<file path="src/rtl/audio_pdm_modulator.sv">
// rtl/audio_pdm_modulator.sv - PCM sample FIFO, rate-control FSM and second-order PDM modulator
module audio_pdm_modulator #(
    parameter int W     = 24,
    parameter int DEPTH = 4
) (
    input  logic               clk,
    input  logic               rst,
    input  logic signed [15:0] pcm_in,
    input  logic               pcm_valid,
    output logic               pcm_ready,
    input  logic               stb_pcm,
    input  logic               stb_sample,
    output logic               pdm_out,
    output logic               underrun,
    output logic               clip
);
    localparam int AW = $clog2(DEPTH);
    localparam int CW = AW + 1;
    localparam logic signed [15:0]  LVL_MAX = 16'sd24575;
    localparam logic signed [15:0]  LVL_MIN = -16'sd24576;
    localparam logic signed [W-1:0] FB_POS  = W'(32768);
    localparam logic signed [W-1:0] FB_NEG  = -FB_POS;

    typedef enum logic [1:0] {
        S_IDLE    = 2'd0,
        S_RUN     = 2'd1,
        S_STARVED = 2'd2
    } state_t;

    state_t state_q, state_d;

    logic signed [15:0] mem_q [DEPTH];
    logic [AW-1:0]      wr_ptr_q, wr_ptr_d;
    logic [AW-1:0]      rd_ptr_q, rd_ptr_d;
    logic [CW-1:0]      count_q, count_d;
    logic               ready_q, ready_d;
    logic signed [15:0] level_q, level_d;
    logic               underrun_q, underrun_d;
    logic               clip_q, clip_d;
    logic signed [W-1:0] i1_q, i1_d;
    logic signed [W-1:0] i2_q, i2_d;
    logic               pdm_q, pdm_d;

    logic               push, pop;
    logic signed [15:0] head, head_clamped;
    logic               head_clips;
    logic signed [W-1:0] level_ext, fb, i1_step, i2_step;

    // Sample storage carries no reset; count/pointers define what is valid.
    always_ff @(posedge clk) begin
        if (push) begin
            mem_q[wr_ptr_q] <= pcm_in;
        end
    end

    always_comb begin
        push         = pcm_valid && ready_q;
        pop          = 1'b0;
        state_d      = state_q;
        level_d      = level_q;
        underrun_d   = underrun_q;
        clip_d       = clip_q;
        head         = mem_q[rd_ptr_q];
        head_clamped = head;
        head_clips   = 1'b0;
        if (head > LVL_MAX) begin
            head_clamped = LVL_MAX;
            head_clips   = 1'b1;
        end else if (head < LVL_MIN) begin
            head_clamped = LVL_MIN;
            head_clips   = 1'b1;
        end

        unique case (state_q)
            S_IDLE: begin
                level_d = '0;
                if (stb_pcm && count_q >= CW'(2)) begin
                    pop     = 1'b1;
                    state_d = S_RUN;
                end
            end
            S_RUN: begin
                if (stb_pcm) begin
                    if (count_q != '0) begin
                        pop = 1'b1;
                    end else begin
                        underrun_d = 1'b1;
                        state_d    = S_STARVED;
                    end
                end
            end
            S_STARVED: begin
                if (stb_pcm && count_q >= CW'(2)) begin
                    pop     = 1'b1;
                    state_d = S_RUN;
                end
            end
            default: state_d = S_IDLE;
        endcase

        if (pop) begin
            level_d = head_clamped;
            if (head_clips) begin
                clip_d = 1'b1;
            end
        end

        wr_ptr_d = push ? wr_ptr_q + AW'(1) : wr_ptr_q;
        rd_ptr_d = pop  ? rd_ptr_q + AW'(1) : rd_ptr_q;
        count_d  = count_q;
        if (push && !pop) begin
            count_d = count_q + CW'(1);
        end else if (pop && !push) begin
            count_d = count_q - CW'(1);
        end
        // Ready tracks the post-update count so a full FIFO never sees a push.
        ready_d = (count_d < CW'(DEPTH));
    end

    // Modulator consumes level_q, i.e. the level held before any pop this cycle.
    always_comb begin
        level_ext = {{(W-16){level_q[15]}}, level_q};
        fb        = pdm_q ? FB_POS : FB_NEG;
        i1_step   = i1_q + level_ext - fb;
        i2_step   = i2_q + i1_step - fb;
        i1_d      = i1_q;
        i2_d      = i2_q;
        pdm_d     = pdm_q;
        if (stb_sample) begin
            i1_d  = i1_step;
            i2_d  = i2_step;
            pdm_d = ~i2_step[W-1];
        end
    end

    always_ff @(posedge clk or posedge rst) begin
        if (rst) begin
            state_q    <= S_IDLE;
            wr_ptr_q   <= '0;
            rd_ptr_q   <= '0;
            count_q    <= '0;
            ready_q    <= 1'b0;
            level_q    <= '0;
            underrun_q <= 1'b0;
            clip_q     <= 1'b0;
            i1_q       <= '0;
            i2_q       <= '0;
            pdm_q      <= 1'b0;
        end else begin
            state_q    <= state_d;
            wr_ptr_q   <= wr_ptr_d;
            rd_ptr_q   <= rd_ptr_d;
            count_q    <= count_d;
            ready_q    <= ready_d;
            level_q    <= level_d;
            underrun_q <= underrun_d;
            clip_q     <= clip_d;
            i1_q       <= i1_d;
            i2_q       <= i2_d;
            pdm_q      <= pdm_d;
        end
    end

    assign pcm_ready = ready_q;
    assign pdm_out   = pdm_q;
    assign underrun  = underrun_q;
    assign clip      = clip_q;
endmodule

</file>
<file path="config.mk">
export PLATFORM = sky130hd
export DESIGN_NAME = audio_pdm_modulator
export DESIGN_NICKNAME = d
export VERILOG_FILES = /design/src/rtl/audio_pdm_modulator.sv
export SDC_FILE = /design/constraint.sdc
export NUM_CORES = 1
export LEC_CHECK = 0
export ABC_CLOCK_PERIOD_IN_PS = 8330
export CAP_MARGIN = 0
export CORE_MARGIN = 3
export CORE_UTILIZATION = 60
export DETAILED_ROUTE_END_ITERATION = 6
export PLACE_DENSITY_LB_ADDON = 0.08
export SYNTH_ARGS = -nofsm -noshare
export SYNTH_HDL_FRONTEND = slang
export SYNTH_SLANG_ARGS = --single-unit
</file>
<file path="constraint.sdc">
create_clock -name clk -period 8.33 [get_ports clk]
set_input_delay 1.666 -clock clk [delete_from_list [all_inputs] [get_ports clk]]
set_output_delay 1.666 -clock clk [all_outputs]
set_load 0.03 [all_outputs]
</file>
# Word level (Yosys, flattened, before mapping)
# Memories as Yosys holds them, arrays and structs flattened.
# Index checks and enable logic that the tools add are counted.
dict set report totals {
  ff_bits 77
  ramBits 64
  in_bits 21
  elab_cells 63
  mem_count 1
}
# memory depth width read_ports rd_clocked_by_memory_dff wr line_no
set memory_table {}
lappend memory_table {mem_q 4 16 1 0 1 32} ;# logic signed [15:0] mem_q [DEPTH];
dict set report classes {
  addsub 8
  n_lt_le_gt_ge 4
  n_eq_ne 5
  muxes 19
  bitwise 2
  n_reduce_logical 13
}
# cell n
set op_table {}
lappend op_table {{16-bit two-way mux} 4}
lappend op_table {{24-bit subtractor} 2}
lappend op_table {{24-bit by 16-bit adder with 24-bit output} 1}
lappend op_table {{24-bit adder} 1}
lappend op_table {{24-bit two-way mux} 1}
lappend op_table {{16-bit > comparator (second input constant)} 1}
lappend op_table {{16-bit less-than comparator (second input constant)} 1}
lappend op_table {{1-bit two-way mux} 7}
lappend op_table {{2-bit two-way mux} 3}
lappend op_table {{3-bit two-way mux} 2}
lappend op_table {{3-bit AND reduction} 2}
lappend op_table {{2-bit by 1-bit adder with 2-bit output (second input constant)} 2}
lappend op_table {{1-bit logical AND} 4}
lappend op_table {{2-bit != test (second input constant)} 2}
lappend op_table {{2-bit case mux with 2 select lines} 1}
lappend op_table {{3-bit by 1-bit adder with 3-bit output (second input constant)} 1}
lappend op_table {{3-bit by 2-bit >= comparator with 1-bit output (second input constant)} 1}
lappend op_table {{3-bit less-than comparator (second input constant)} 1}
lappend op_table {{3-bit nonzero test} 1}
lappend op_table {{3-bit by 1-bit subtractor with 3-bit output (second input constant)} 1}
lappend op_table {{2-bit by 1-bit == test with 1-bit output (second input constant)} 1}
lappend op_table {{2-bit == test (second input constant)} 1}
lappend op_table {{1-bit zero test} 2}
lappend op_table {{2-bit zero test} 1}
lappend op_table {{other kinds (6)} 7}

# Depth between registers and ports, before layout
dict set report logic_depth {
  ltp_word 8
  ltp_mapped 22
  depth_no_buf 21
}

# Worst setup path after synthesis
# OpenSTA, ideal clock, no wires.
dict set report synth_timing {
  path_kind {register -> register}
  start {register pdm_q (netlist: pdm_out)}
  end {register pdm_q (netlist: pdm_out)}
  arrival_ns 5.515
  required_time_ns 8.203
  slack_ns 2.688
  stages_incl_launch_ff 19
  n_path_buf 1
  synth_period_minus_slack_ns 5.642
  cell_sequence {dfrtp_1 inv_1 fa_1 inv_1 ha_1 buf_6 a21o_1 a21oi_1 o211ai_1 o221a_2 or4b_1 o311ai_1 fa_1 ha_1 nand3_1 or2_2 o311a_1 xnor3_1 mux2_4}
}
dict set report synth_via {
  elab_chain_len 5
}
# element line_no
set synth_rtl {}
lappend synth_rtl {{from (decl)} 42} ;# logic pdm_q, pdm_d;
lappend synth_rtl {{from (signal assigned)} 160} ;# pdm_q <= pdm_d;
lappend synth_rtl {{24-bit two-way mux} 123} ;# fb = pdm_q ? FB_POS : FB_NEG;
lappend synth_rtl {{24-bit subtractor} 124} ;# i1_step = i1_q + level_ext - fb;
lappend synth_rtl {{net i1_step[21]} 47} ;# logic signed [W-1:0] level_ext, fb, i1_step, i2_step;
lappend synth_rtl {{24-bit adder} 125} ;# i2_step = i2_q + i1_step - fb;
lappend synth_rtl {{24-bit subtractor} 125}
lappend synth_rtl {{1-bit NOT} 132} ;# pdm_d = ~i2_step[W-1];
# The timed path passes the listed nets, and every way through them passes these cells.
# A chain may end at the register's enable or synchronous reset.

# Final worst setup path
# Same ends and word-level chain as after synthesis.

==> reports/metrics.cfg <==
[die]
die_h_um = 129.7
coreArea_sq_um = 14750
io_pins = 25
num_rows = 44
die_w_um = 129.7
start_util_pct = 62.21
die-area_sq_um = 16820

[yosys]
synth-async-reset-ratio_pct = 54.61
synthTopCellsByArea = dfrtp_1 21%, edfxtp_1 21%, ha_1 12%, inv_1 5.8%, mux4_2 3.9%
synth.cell_area_sq_um = 9179
syn_inst = 871
syn_area_per_cell_sq_um = 10.54
ys.flop_type = dfrtp_1
ys.warnings.count = 0
ys_top_cells_by_count = 143 x inv_1, 88 x ha_1, 77 x dfrtp_1
syn-num-nets = 994
ys_seq_area_share_pct = 41.93
ys_seq_elements = 141
synth_top_area_share_pct = 20.99
synthDistinctLibCells = 81
synth_edf_count = 64
yosysTopAreaCell = dfrtp_1
yosysMostFrequentCell = inv_1

[clock_network]
postCtsSetupBuffers = 0
clockBufferDepth = 2
path_clk_slew_ps = 70
ctsResizeCount = 0
cts.sinks = 141
cts_buffers = 17
root_buffer = clkbuf_16
cts_tree = yes
h-tree-depth = 4
clock_latency_ps = 430
holdBufCountCts = 0

[setup_path]
worstSetupPathType = register to register
r2r_start = pdm_out
worst-path-max-fanout = 16
crit_arrival_ps = 6320
cpLargestDelayFamily = adder cells
worstPathRequired_ps = 8630
start_kind = register
critPathSlowestCell = dfrtp_1
crit_path_end_kind = register
crit_path_start = pdm_out
path_cells = inv_1, fa_1, inv_1, ha_1, inv_1, o21bai_1, a21oi_1, inv_1, a21oi_1, xnor2_1, fa_1, ha_1, a21oi_1, o21bai_1, a21oi_1, or2b_2, o311a_1, xnor3_1, mux2_4
worst_path_largest_cell_delay_ps = 1010
crit_buf_inv = 4

[layout]
stdcell_count = 1083
post_route_cells_drive_above_1_share_pct = 8.788
area_growth_syn_to_layout_pct = 9.652
nNetsFinal = 1009
postLayoutCoreUtil_pct = 68.22
n_antenna_cell = 0

[timing]
slew_headroom_pct = 28.55
drv_slew = 0
period_needed_ps = 6023
timing.final.hold_violations = 0
tightest_slew_ps = 1072
tns_ps = 0
grt_setup_unrepaired = no
setup_viol = 0
max_clock_freq_mhz = 166.0
clock_skew_ps = 17.38
period_share_pct = 72.31
layout_setup_ws_ps = 2307

[place]
post-dp-hpwl_mm = 12.90
place_congestion = 0.8549
dp_slack_ps = 2348
port_buffers = 24
placedCellCount = 1051

[drt]
drtIter0Drc = 307
viasPerCell = 5.884
drt_wl_total_mm = 17.89
antenna_left = 0
wire_per_inst_um = 16.52
first_pass_iters = 5
drc = 0
vias = 6372

[global_route]
grt_pass1_wl_mm = 30.75
antenna_found_initial = 0
track_usage_pct = 23.12
grt_pass1_vias = 6343
grt_overflow = 0
grt_start_max_net_pins = 78

[flow_run]
maxCapViolCount = 0

[min_path]
hp-start = i1_q[8]
hp-class = register to register

[outcome]
status = finished clean

-- final cells by class --
class | count | area (sq um)
Clock inverter | 15 | 143.9
Clock buffer | 17 | 425.4
Sequential cell | 141 | 3849
Timing Repair Buffer | 26 | 250.2
Fill cell | 1142 | 4690
Inverter | 144 | 541.8
Multi-Input combinational cell | 556 | 4624
Tap cell | 184 | 230.2
-- cell families (layout without fill, tap and decap cells) --
kind of cell    after synthesis  after routing  share of synthesized area [%]
compound gates              206            206                          15.61
buf+inv                     174            202                          7.688
simple gates                171            171                          9.188
flops                       141            141                          41.93
fa+ha+maj                   102            102                          15.05
mux                          39             39                          6.598
xor+xnor                     38             38                          3.939
-- path summary, 6_finish.rpt --
check	slack, ps	cells after the start	endpoint
worst min register to register	490	2	i1_q[8]
worst min-delay path	490	2	i1_q[8]
min in group asynchronous	1880	3	wr_ptr_q[1]
worst max-delay path	2310	19	pdm_out
worst max register to register	2310	19	pdm_out
max in group asynchronous	5850	3	i1_q[22]
-- worst min-delay path, cell delays in order, from the launching register on --
cell and delay, ps:
dfrtp_1 350, nand2_1 50, o31ai_1 50
-- state kept, by name, indices dropped and copies added (netlist names) --
signal / cells
level_q: 16
i2_q: 24
count_q: 3
wr_ptr_q: 2
underrun: 1
pdm_out: 1
pcm_ready: 1
mem_q: 64
rd_ptr_q: 2
i1_q: 24
state_q: 2
clip: 1
-- per-stage QoR --
step / cell area (sq um) / hold slack, ps
after detailed placement: 9495 / 454.3
after CTS: 10060 / 489.5
after global routing: 10060 / 515.1
after global placement: 9495 / 457.5
final: 10060 / 485.4
after floorplan: 9179 / 449.8
-- placed cells by master, fill, tap and decap left out, types with 7 or more instances in the layout --
master	count
a211oi_1	9
nand2b_1	11
mux2_2	8
and3_1	7
a21o_1	13
o21ai_0	45
dfrtp_1	77
nand2_1	51
o21bai_1	7
inv_1	142
xor2_1	13
a22o_1	14
fa_1	14
mux2i_1	14
mux4_2	16
xnor2_1	23
edfxtp_1	64
ha_1	88
nand3_1	12
a21oi_1	44
clkdlybuf4s50_1	23
clkbuf_16	17
nor2_1	46
-- per-layer routing --
metal,global-route usage (%),up-vias,part of all wire (%)
li1,-,3134,-
met5,0,-,0
met2,37.76,139,48
met4,7.641,0,1.8
met1,31.26,3069,47
met3,4.575,30,3.5
Power is not shown: default switching activity piles up to over one toggle a cycle in this logic, so the estimate is an artifact.
